## config.mk

```make
export PLATFORM = sky130hd
export DESIGN_NAME = locked_alu_pipe
export DESIGN_NICKNAME = d
export VERILOG_FILES = /design/src/rtl/locked_alu_pkg.sv /design/src/rtl/locked_alu_keyfsm.sv /design/src/rtl/locked_alu_pipe.sv
export SDC_FILE = /design/constraint.sdc
export NUM_CORES = 1
export LEC_CHECK = 0
export CORE_MARGIN = 8
export CORE_UTILIZATION = 34
export CTS_CLUSTER_DIAMETER = 150
export DETAILED_ROUTE_END_ITERATION = 12
export PLACE_DENSITY_LB_ADDON = 0.25
export REMOVE_ABC_BUFFERS = 1
export SYNTH_ARGS = -nofsm -noshare
export SYNTH_HDL_FRONTEND = slang
export SYNTH_SLANG_ARGS = --single-unit
```

## constraint.sdc

```tcl
create_clock -name clk -period 6.21 [get_ports clk]
set_clock_uncertainty 0.05 [all_clocks]
set_input_delay 0.9315 -clock clk [delete_from_list [all_inputs] [get_ports clk]]
set_output_delay 0.9315 -clock clk [all_outputs]
set_load 0.01 [all_outputs]
```

## src/rtl/locked_alu_pkg.sv

```systemverilog
// Shared types for the key-locked pipelined ALU: op codes, key FSM states, flags.
package locked_alu_pkg;

    // Codes 10..15 are unnamed and produce a zero result.
    typedef enum logic [3:0] {
        OP_ADD  = 4'd0,
        OP_SUB  = 4'd1,
        OP_AND  = 4'd2,
        OP_OR   = 4'd3,
        OP_XOR  = 4'd4,
        OP_SLT  = 4'd5,
        OP_SLTU = 4'd6,
        OP_SLL  = 4'd7,
        OP_SRL  = 4'd8,
        OP_SRA  = 4'd9
    } alu_op_e;

    typedef enum logic [1:0] {
        KS_LOCKED   = 2'd0,
        KS_UNLOCKED = 2'd1,
        KS_LOCKOUT  = 2'd2
    } key_state_e;

    typedef struct packed {
        logic zero;
        logic negative;
        logic carry;
        logic overflow;
    } alu_flags_t;

endpackage

```

## src/rtl/locked_alu_keyfsm.sv

```systemverilog
// Key state machine: compares loaded keys, counts wrong attempts and locks out
// permanently (until reset) after MAX_FAIL consecutive failures.
module locked_alu_keyfsm
    import locked_alu_pkg::*;
#(
    parameter int               KEY_W      = 8,
    parameter logic [KEY_W-1:0] GOLDEN_KEY = 8'h0F,
    parameter int               MAX_FAIL   = 3
) (
    input  logic             clk,
    input  logic             rst,
    input  logic             key_load,
    input  logic [KEY_W-1:0] key_in,
    output key_state_e       state,
    output logic             unlocked,
    output logic             lockout
);

    localparam int CNT_W = $clog2(MAX_FAIL + 1);
    localparam logic [CNT_W-1:0] FAIL_LIMIT = CNT_W'(MAX_FAIL);

    key_state_e       state_q, state_d;
    logic [CNT_W-1:0] fail_cnt_q, fail_cnt_d;
    logic [CNT_W-1:0] fail_inc;
    logic             key_match;

    // Next-state logic: only cycles with key_load change anything; LOCKOUT is terminal.
    always_comb begin
        // NOTE: every output of this block gets a default first so no path leaves it unassigned (no latch).
        state_d    = state_q;
        fail_cnt_d = fail_cnt_q;
        key_match  = (key_in == GOLDEN_KEY);
        fail_inc   = (fail_cnt_q == FAIL_LIMIT) ? fail_cnt_q : fail_cnt_q + CNT_W'(1);

        if (key_load && state_q != KS_LOCKOUT) begin
            if (key_match) begin
                state_d    = KS_UNLOCKED;
                fail_cnt_d = '0;
            end else begin
                fail_cnt_d = fail_inc;
                state_d    = (fail_inc == FAIL_LIMIT) ? KS_LOCKOUT : KS_LOCKED;
            end
        end
    end

    // State and fail counter registers.
    always_ff @(posedge clk or negedge rst) begin
        // NOTE: sequential state uses non-blocking assignments so all flops update together at the edge.
        if (!rst) begin
            state_q    <= KS_LOCKED;
            fail_cnt_q <= '0;
        end else begin
            state_q    <= state_d;
            fail_cnt_q <= fail_cnt_d;
        end
    end

    assign state    = state_q;
    assign unlocked = (state_q == KS_UNLOCKED);
    assign lockout  = (state_q == KS_LOCKOUT);

endmodule

```

## src/rtl/locked_alu_pipe.sv

```systemverilog
// Two-stage key-locked ALU with valid/ready on both sides. Operands are XORed
// with OBF_MASK at capture unless the key FSM is UNLOCKED at that moment.
module locked_alu_pipe
    import locked_alu_pkg::*;
#(
    parameter int               XLEN       = 32,
    parameter int               KEY_W      = 8,
    parameter logic [KEY_W-1:0] GOLDEN_KEY = 8'h0F,
    parameter logic [XLEN-1:0]  OBF_MASK   = 32'hA5A5_A5A5,
    parameter int               MAX_FAIL   = 3
) (
    input  logic             clk,
    input  logic             rst,
    input  logic             key_load,
    input  logic [KEY_W-1:0] key_in,
    output logic             unlocked,
    output logic             lockout,
    input  logic             in_valid,
    output logic             in_ready,
    input  logic [3:0]       op,
    input  logic [XLEN-1:0]  a,
    input  logic [XLEN-1:0]  b,
    output logic             out_valid,
    input  logic             out_ready,
    output logic [XLEN-1:0]  result,
    output logic             zero,
    output logic             negative,
    output logic             carry,
    output logic             overflow
);

    localparam int SH_W = $clog2(XLEN);

    key_state_e key_state;

    locked_alu_keyfsm #(
        .KEY_W      (KEY_W),
        .GOLDEN_KEY (GOLDEN_KEY),
        .MAX_FAIL   (MAX_FAIL)
    ) u_keyfsm (
        .clk      (clk),
        .rst      (rst),
        .key_load (key_load),
        .key_in   (key_in),
        .state    (key_state),
        .unlocked (unlocked),
        .lockout  (lockout)
    );

    // Stage registers.
    logic            s1_valid_q, s1_valid_d;
    logic [3:0]      s1_op_q, s1_op_d;
    logic [XLEN-1:0] s1_a_q, s1_a_d;
    logic [XLEN-1:0] s1_b_q, s1_b_d;
    logic            s2_valid_q, s2_valid_d;
    logic [XLEN-1:0] s2_result_q, s2_result_d;
    alu_flags_t      s2_flags_q, s2_flags_d;

    // Datapath intermediates.
    logic            en;
    logic            accept;
    logic [XLEN-1:0] mask;
    logic            is_add, is_sub;
    logic [XLEN-1:0] b_op;
    logic [XLEN:0]   sum;
    logic [SH_W-1:0] shamt;
    logic [XLEN-1:0] alu_result;
    alu_flags_t      alu_flags;

    // Both stages advance together; a full S2 that is not being drained freezes the pipe.
    assign en       = !s2_valid_q || out_ready;
    assign in_ready = en && (key_state != KS_LOCKOUT) && rst;
    assign accept   = in_valid && in_ready;
    // The mask decision uses the registered key state, so a same-cycle key_load does not affect it.
    assign mask     = (key_state == KS_UNLOCKED) ? '0 : OBF_MASK;

    // Stage 1 capture: masked operands and raw op.
    always_comb begin
        s1_valid_d = s1_valid_q;
        s1_op_d    = s1_op_q;
        s1_a_d     = s1_a_q;
        s1_b_d     = s1_b_q;
        if (en) begin
            s1_valid_d = accept;
            if (accept) begin
                s1_op_d = op;
                s1_a_d  = a ^ mask;
                s1_b_d  = b ^ mask;
            end
        end
    end

    // ALU on stage 1 contents; SUB shares the adder as a + ~b + 1.
    always_comb begin
        is_add     = (s1_op_q == OP_ADD);
        is_sub     = (s1_op_q == OP_SUB);
        b_op       = is_sub ? ~s1_b_q : s1_b_q;
        sum        = {1'b0, s1_a_q} + {1'b0, b_op} + {{XLEN{1'b0}}, is_sub};
        shamt      = s1_b_q[SH_W-1:0];
        alu_result = '0;
        case (alu_op_e'(s1_op_q))
            OP_ADD,
            OP_SUB:  alu_result = sum[XLEN-1:0];
            OP_AND:  alu_result = s1_a_q & s1_b_q;
            OP_OR:   alu_result = s1_a_q | s1_b_q;
            OP_XOR:  alu_result = s1_a_q ^ s1_b_q;
            OP_SLT:  alu_result = {{(XLEN-1){1'b0}}, ($signed(s1_a_q) < $signed(s1_b_q))};
            OP_SLTU: alu_result = {{(XLEN-1){1'b0}}, (s1_a_q < s1_b_q)};
            OP_SLL:  alu_result = s1_a_q << shamt;
            OP_SRL:  alu_result = s1_a_q >> shamt;
            OP_SRA:  alu_result = $unsigned($signed(s1_a_q) >>> shamt);
            default: alu_result = '0;
        endcase
        alu_flags.zero     = (alu_result == '0);
        alu_flags.negative = alu_result[XLEN-1];
        alu_flags.carry    = (is_add || is_sub) && sum[XLEN];
        alu_flags.overflow = (is_add || is_sub)
                             && (s1_a_q[XLEN-1] == b_op[XLEN-1])
                             && (sum[XLEN-1] != s1_a_q[XLEN-1]);
    end

    // Stage 2 capture: result and flags of whatever S1 holds.
    always_comb begin
        s2_valid_d  = s2_valid_q;
        s2_result_d = s2_result_q;
        s2_flags_d  = s2_flags_q;
        if (en) begin
            s2_valid_d = s1_valid_q;
            if (s1_valid_q) begin
                s2_result_d = alu_result;
                s2_flags_d  = alu_flags;
            end
        end
    end

    // Pipeline registers; reset clears valids and data so outputs read zero.
    always_ff @(posedge clk or negedge rst) begin
        if (!rst) begin
            s1_valid_q  <= 1'b0;
            s1_op_q     <= '0;
            s1_a_q      <= '0;
            s1_b_q      <= '0;
            s2_valid_q  <= 1'b0;
            s2_result_q <= '0;
            s2_flags_q  <= '0;
        end else begin
            s1_valid_q  <= s1_valid_d;
            s1_op_q     <= s1_op_d;
            s1_a_q      <= s1_a_d;
            s1_b_q      <= s1_b_d;
            s2_valid_q  <= s2_valid_d;
            s2_result_q <= s2_result_d;
            s2_flags_q  <= s2_flags_d;
        end
    end

    assign out_valid = s2_valid_q;
    assign result    = s2_result_q;
    assign zero      = s2_flags_q.zero;
    assign negative  = s2_flags_q.negative;
    assign carry     = s2_flags_q.carry;
    assign overflow  = s2_flags_q.overflow;

endmodule

```

==> flow_metrics.py, run 1 <==
metrics = {
    "outcome": {
        "run_status": "finished clean",
    },
    "clocking": {
        "htree_levels": 3,
        "ctsHoldBuffers": 0,
        "post-cts-setup-buffers": 0,
        "clockRootBuffer": "sky130_fd_sc_hd__clkbuf_16",
        "clock_sinks": 109,
        "latest_clock_arrival_within_the_worst_skew_pair_ps": 400,
        "clk_pin_slew_worst_paths_ps": 90,
        "clock_path_buffers": 2,
        "cts_resized": 0,
        "cts_made_buffers": 9,
        "tritoncts_clock_tree": "yes",
    },
    "yosys": {
        "synthArstFlopShare_pct": 100.0,
        "dominant_combinational_cell_family_by_area_after_synthesis": "compound AO/OA/AOI/OAI gates",
        "yosys.area.top_type_share_pct": 20.69,
        "syn_inst": 1606,
        "synth_simple_gate_area_share_pct": 16.93,
        "synthAdderAreaFrac_pct": 12.30,
        "synthesis_warning_total": 0,
        "synth_edf_count": 0,
        "ys_seq_elements": 109,
        "leading_post_synthesis_cells_by_instance_count": "sky130_fd_sc_hd__nand2_1 (157), sky130_fd_sc_hd__nor2_1 (132), sky130_fd_sc_hd__ha_1 (128), sky130_fd_sc_hd__o21ai_0 (120), sky130_fd_sc_hd__dfrtp_1 (109)",
        "synth_cell_type_count": 85,
        "mappedNetlistArea_um2": 13180,
        "synth_seq_area_share_pct": 20.69,
        "synth_top_flop_cell": "sky130_fd_sc_hd__dfrtp_1",
        "synth_area_leader_cell": "sky130_fd_sc_hd__dfrtp_1",
        "synthesized_area_fraction_occupied_by_ao_oa_aoi_and_oai_cells_pct": 21.50,
        "post_synth_xor_xnor_area_pct": 5.781,
        "post_synth_mux_area_share_pct": 16.27,
        "synth.top_cells.by_area": "sky130_fd_sc_hd__dfrtp_1 (21%), sky130_fd_sc_hd__ha_1 (12%), sky130_fd_sc_hd__mux2_2 (6.5%), sky130_fd_sc_hd__mux4_2 (4.6%), sky130_fd_sc_hd__o21ai_0 (4.6%)",
        "synth.most_common_cell": "sky130_fd_sc_hd__nand2_1",
        "syn_area_per_cell_um2": 8.207,
    },
    "min_path": {
        "min_path_type": "flip-flop to flip-flop",
        "hold_depth": 2,
        "worst_hold_startpoint": "result[13]",
        "timing.hold.worst_endpoint": "result[13]",
    },
    "final_layout": {
        "layout.nets": 1871,
        "num-fill-cells": 4035,
        "layout.area.seq_um2": 2735,
        "finalInstanceArea_um2": 15160,
        "areaGrowthSynthToFinish_pct": 15.04,
        "multiInputGateArea_um2": 9628,
        "post_route_cells_drive_above_1_share_pct": 10.98,
    },
    "critical_path": {
        "reg2reg_from": "s1_op_q[1]",
        "r2r_slack_ps": 900,
        "timing.critical_path.from_type": "flip-flop",
        "cp.required_ps": 6500,
        "critPathCaptureType": "flip-flop",
        "worst-endpoint-arrival_ps": 5600,
        "crit_type": "flip-flop to flip-flop",
        "critical_register_to_register_path_endpoint": "zero",
        "worstPathMaxFanout": 31,
        "worst-r2r-cell-count": 17,
    },
    "routing": {
        "drt_first_pass_iters": 6,
        "route.final.wire_length_um": 59230,
        "post_drt_wl_per_cell_um": 27.11,
        "final_antenna_net_count": 0,
        "vias": 12960,
        "dr.first_iter.drc_count": 1270,
        "via_per_inst": 5.930,
        "route.detailed.drc": 0,
    },
    "placed_design": {
        "post_dp_cell_area_um2": 14880,
        "finalWeightedCongestion": 1.033,
        "dpl.hpwl_um": 46170,
        "port_buffers": 120,
    },
    "flow_run": {
        "maxCapViolCount": 0,
    },
    "die": {
        "rows": 72,
        "die_x_um": 212.9,
        "dieArea_um2": 45320,
        "die-height_um": 212.9,
        "floorplan.core_area_um2": 38470,
        "io_pins": 121,
        "initial_utilization_pct": 34.26,
    },
    "sta": {
        "period_minus_slack_ps": 5309,
        "fmax_ghz": 0.1884,
        "hold-worst-slack_ps": 428.7,
        "max-slew-margin-rel_pct": 16.16,
        "timing_hold_violations_final": 0,
        "timing.final.setup_violations": 0,
        "unrepaired_setup_endpoints_after_global_routing": "false",
        "slew_violations": 0,
        "worst-slew-pin-transition_ps": 1241,
        "period_share_pct": 85.48,
    },
    "global_route": {
        "grt_first_pass_wirelength_um": 86020,
        "antenna_found_initial": 3,
        "grt_max_degree": 69,
        "globalRouteTotalUtil_pct": 25.76,
        "global_route.overflow_total": 0,
        "grt_busiest_layer": "met2",
        "grt_util_met2_pct": 40.87,
        "first_global_vias": 12490,
        "grt.met3_usage_pct": 3.523,
        "grt.met1_usage_pct": 35.44,
    },
}
==> cells by family after synthesis <==
kind of cell               Yosys count
DFF                                109
AOI/OAI and AO/OA                  426
muxes                              170
adders and majority gates          129
buffers and inverters              213
xor gates and xnor gates            87
and+or+nand+nor                    472
==> how the worst max path moves through the flow <==
stage	from	to	slack, ps	cells past startpoint
6_report	s1_op_q[1]	zero	900	17
5_1_grt	s1_op_q[1]	zero	410	16
4_1_cts	s1_op_q[1]	zero	890	16
3_5_place_dp	s1_op_q[1]	zero	910	16
3_3_place_gp	s1_op_q[1]	zero	1090	16
2_1_floorplan	s1_op_q[0]	zero	-1140	15
==> stage by stage <==
stage | cells | worst slack (ps) | setup TNS (ps) | util (%)
after floorplan | 1493 | -1135 | -10070 | -
after global placement | 2168 | 1089 | 0 | 38.67
after detailed placement | 2168 | 909.8 | 0 | 38.67
after CTS | 2184 | 886.6 | 0 | 39.41
after global routing | 2184 | 405.3 | 0 | 39.41
final | 2185 | 901.4 | 0 | 39.42
==> placed cells by master (no fill, tap or decap), types with 45 or more instances in the layout <==
cell type | synthesis | routed
sky130_fd_sc_hd__mux2i_1 | 59 | 59
sky130_fd_sc_hd__nor2_1 | 132 | 131
sky130_fd_sc_hd__xnor2_1 | 45 | 45
sky130_fd_sc_hd__clkdlybuf4s50_1 | 0 | 119
sky130_fd_sc_hd__a21oi_1 | 77 | 77
sky130_fd_sc_hd__ha_1 | 128 | 128
sky130_fd_sc_hd__o21ai_0 | 120 | 120
sky130_fd_sc_hd__nand2_1 | 157 | 155
sky130_fd_sc_hd__mux2_2 | 76 | 76
sky130_fd_sc_hd__dfrtp_1 | 109 | 105
sky130_fd_sc_hd__inv_1 | 96 | 96
==> registers in the layout, indices dropped and copies added, names as in the netlist <==
name                 flops
s1_a_q                  32
u_keyfsm.fail_cnt_q      2
u_keyfsm.state           2
s1_b_q                  32
zero                     1
s1_op_q                  4
result                  32
out_valid                1
carry                    1
s1_valid_q               1
overflow                 1
==> layer usage <==
metal,part of all wire [%],wire length [um]
met1,44,26180
met2,45,26840
met3,7.5,4413
met4,3.0,1795
met5,0,0
==> final cells by class <==
type / count / area share, %
Antenna cell: 1 / 0.01650
Clock buffer: 10 / 1.576
Inverter: 100 / 2.476
Multi-Input combinational cell: 1284 / 63.50
Tap cell: 518 / 4.275
Clock inverter: 6 / 0.2971
Sequential cell: 109 / 18.04
Timing Repair Buffer: 157 / 9.820
==> critical path, cell delays in order (launching register included) <==
cell and delay (ps):
sky130_fd_sc_hd__dfrtp_1 580, sky130_fd_sc_hd__nand2b_1 270, sky130_fd_sc_hd__nor3_2 110, sky130_fd_sc_hd__buf_4 480, sky130_fd_sc_hd__xnor2_1 220, sky130_fd_sc_hd__inv_1 90
sky130_fd_sc_hd__fa_1 430, sky130_fd_sc_hd__nand2b_1 190, sky130_fd_sc_hd__a211oi_1 420, sky130_fd_sc_hd__o21ai_0 190, sky130_fd_sc_hd__a21boi_1 500, sky130_fd_sc_hd__a21oi_1 200
sky130_fd_sc_hd__nor2_1 350, sky130_fd_sc_hd__xor2_1 120, sky130_fd_sc_hd__a211oi_1 370, sky130_fd_sc_hd__nand4_1 160, sky130_fd_sc_hd__nor4_1 290, sky130_fd_sc_hd__a32o_1 210
Power of run 1 is left out: the tool's default activity adds up to more than one toggle a clock period on the data nets, which glitch-free logic cannot reach.
==> run 2, diff against run 1 <==
Settings changed: CORE_UTILIZATION 34 to 45.
==> run 2 against run 1 <==
Effect of this change: first-iteration DRC count grew 36%; flip-flop and latch count is the same; register-to-register slack gained 90 ps; cell area shrank 1.3%; hold slack lost 48 ps.
==> flow_metrics.py, run 2 (same netlist as run 1, synthesis figures left out) <==
metrics = {
    "final_layout": {
        "layout.cells.most_common": "sky130_fd_sc_hd__nand2_1",
        "layout.nets": 1863,
        "insertedDiodeCount": 0,
        "layout.cells.non_filler": 2042,
        "post_route_cells_drive_above_1_share_pct": 10.55,
        "areaGrowthSynthToFinish_pct": 13.55,
        "final_cell_mix": "sky130_fd_sc_hd__nand2_1 (155), sky130_fd_sc_hd__nor2_1 (131), sky130_fd_sc_hd__ha_1 (128), sky130_fd_sc_hd__o21ai_0 (120), sky130_fd_sc_hd__clkdlybuf4s50_1 (119)",
        "final_core_utilization_pct": 52.00,
        "num-fill-cells": 2775,
    },
    "placed_design": {
        "place_worst_setup_slack_ps": 1048,
        "port_buffers": 120,
        "dpl.hpwl_um": 42870,
        "finalWeightedCongestion": 1.042,
        "placedCellCount": 2026,
    },
    "global_route": {
        "grt_first_pass_wirelength_um": 81900,
        "first_global_vias": 12650,
        "global_route.overflow_total": 0,
        "antenna_found_initial": 0,
        "grt_max_degree": 75,
        "globalRouteTotalUtil_pct": 30.55,
    },
    "clocking": {
        "htree_levels": 3,
        "ctsHoldBuffers": 0,
        "clk_pin_slew_worst_paths_ps": 80,
        "cts_resized": 0,
        "post-cts-setup-buffers": 0,
        "latest_clock_arrival_within_the_worst_skew_pair_ps": 400,
        "cts_made_buffers": 9,
        "tritoncts_clock_tree": "yes",
        "clockRootBuffer": "sky130_fd_sc_hd__clkbuf_16",
        "clock_path_buffers": 2,
        "clock_sinks": 109,
    },
    "sta": {
        "max-slew-margin-rel_pct": 26.29,
        "period_minus_slack_ps": 5222,
        "totalNegativeSetupSlack_ps": 0,
        "fmax_ghz": 0.1915,
        "period_share_pct": 84.09,
        "timing.final.setup_violations": 0,
        "worst-slew-pin-transition_ps": 1090,
        "slew_violations": 0,
        "unrepaired_setup_endpoints_after_global_routing": "false",
        "fin_ws_ps": 987.7,
        "timing_hold_violations_final": 0,
    },
    "outcome": {
        "run_status": "finished clean",
    },
    "die": {
        "die-height_um": 187.1,
        "initial_utilization_pct": 45.80,
        "io_pins": 121,
        "dieArea_um2": 35020,
        "floorplan.core_area_um2": 28780,
        "die_x_um": 187.1,
        "rows": 62,
    },
    "min_path": {
        "min_path_type": "input port to async pin",
    },
    "critical_path": {
        "timing.critical_path.from_type": "flip-flop",
        "worst-endpoint-arrival_ps": 5500,
        "critPathCaptureType": "flip-flop",
        "reg2reg_from": "s1_op_q[1]",
        "cp.required_ps": 6490,
        "cp-startpoint": "s1_op_q[1]",
        "crit_type": "flip-flop to flip-flop",
        "cp_dominant_cell_by_count": "sky130_fd_sc_hd__nor4_1",
        "worstPathMaxFanout": 31,
        "crit_path_max_incr_delay_ps": 610,
        "critPathSlowestCell": "sky130_fd_sc_hd__nor4_1",
        "cp_top_family": "simple AND/OR/NAND/NOR gates",
        "critical_path_cell_by_cell": "nand2b_1 > nor3_2 > buf_4 > xnor2_1 > ha_1 > a21oi_1 > o21ai_0 > nor4_1 > a21oi_1 > xor2_1 > a221o_1 > or4b_1 > nor4_1 > nand4_1 > nor4_1 > a32o_1",
        "critical_path_buf_inv_count": 1,
    },
    "flow_run": {
        "maxCapViolCount": 0,
    },
    "routing": {
        "post_drt_wl_per_cell_um": 26.81,
        "route.detailed.drc": 0,
        "dr.first_iter.drc_count": 1721,
        "via_per_inst": 6.555,
        "route.final.wire_length_um": 54760,
        "final_antenna_net_count": 0,
        "drt_first_pass_iters": 5,
        "vias": 13390,
    },
}
## run 2: cell types whose count changed in the layout (fill, tap and decap cells not counted)
cell,delta
sky130_fd_sc_hd__buf_4,-8
sky130_fd_sc_hd__diode_2,-1
sky130_fd_sc_hd__inv_6,-1
sky130_fd_sc_hd__clkinvlp_4,+3
sky130_fd_sc_hd__bufinv_16,+1
sky130_fd_sc_hd__nor4b_2,-1
sky130_fd_sc_hd__o311ai_0,-1
sky130_fd_sc_hd__clkinv_4,-1
sky130_fd_sc_hd__clkinv_2,-2
sky130_fd_sc_hd__nor4b_4,+1
sky130_fd_sc_hd__o311ai_1,+1
## run 2: worst paths after layout
check	endpoint	cells after the start	slack, ps
min	s1_a_q[5]	1	380
max reg2reg	zero	16	990
max in group asynchronous	result[24]	2	4710
min reg2reg	result[29]	2	430
min in group clk	result[29]	2	430
max	zero	16	990
## run 2: final cells by class
cell class	count	area [um2]	share of cell area [%]
clock buffer	10	239.0	1.597
sequential	109	2735	18.28
timing repair buffer	149	1429	9.548
clock inverter	6	70.07	0.4682
inverter	100	375.4	2.508
tap	384	480.5	3.210
multi-input combinational	1284	9637	64.39
## run 2: through the flow
step           cell area, um2  hold slack, ps
2_1_floorplan           12700           409.6
3_3_place_gp            14660           412.9
3_5_place_dp            14660           416.2
4_1_cts                 14970           378.9
5_1_grt                 14970           408.8
6_report                14970           380.5
## run 2: metal layers
metal | vias up | part of all wire, % | GRT usage (%)
li1 | 5958 | - | -
met2 | 799 | 43 | 45.24
met5 | - | 0 | 0
met3 | 127 | 11 | 8.035
met1 | 6501 | 43 | 41.69
met4 | 0 | 3.8 | 12.06
Power of run 2 is left out for the same reason.
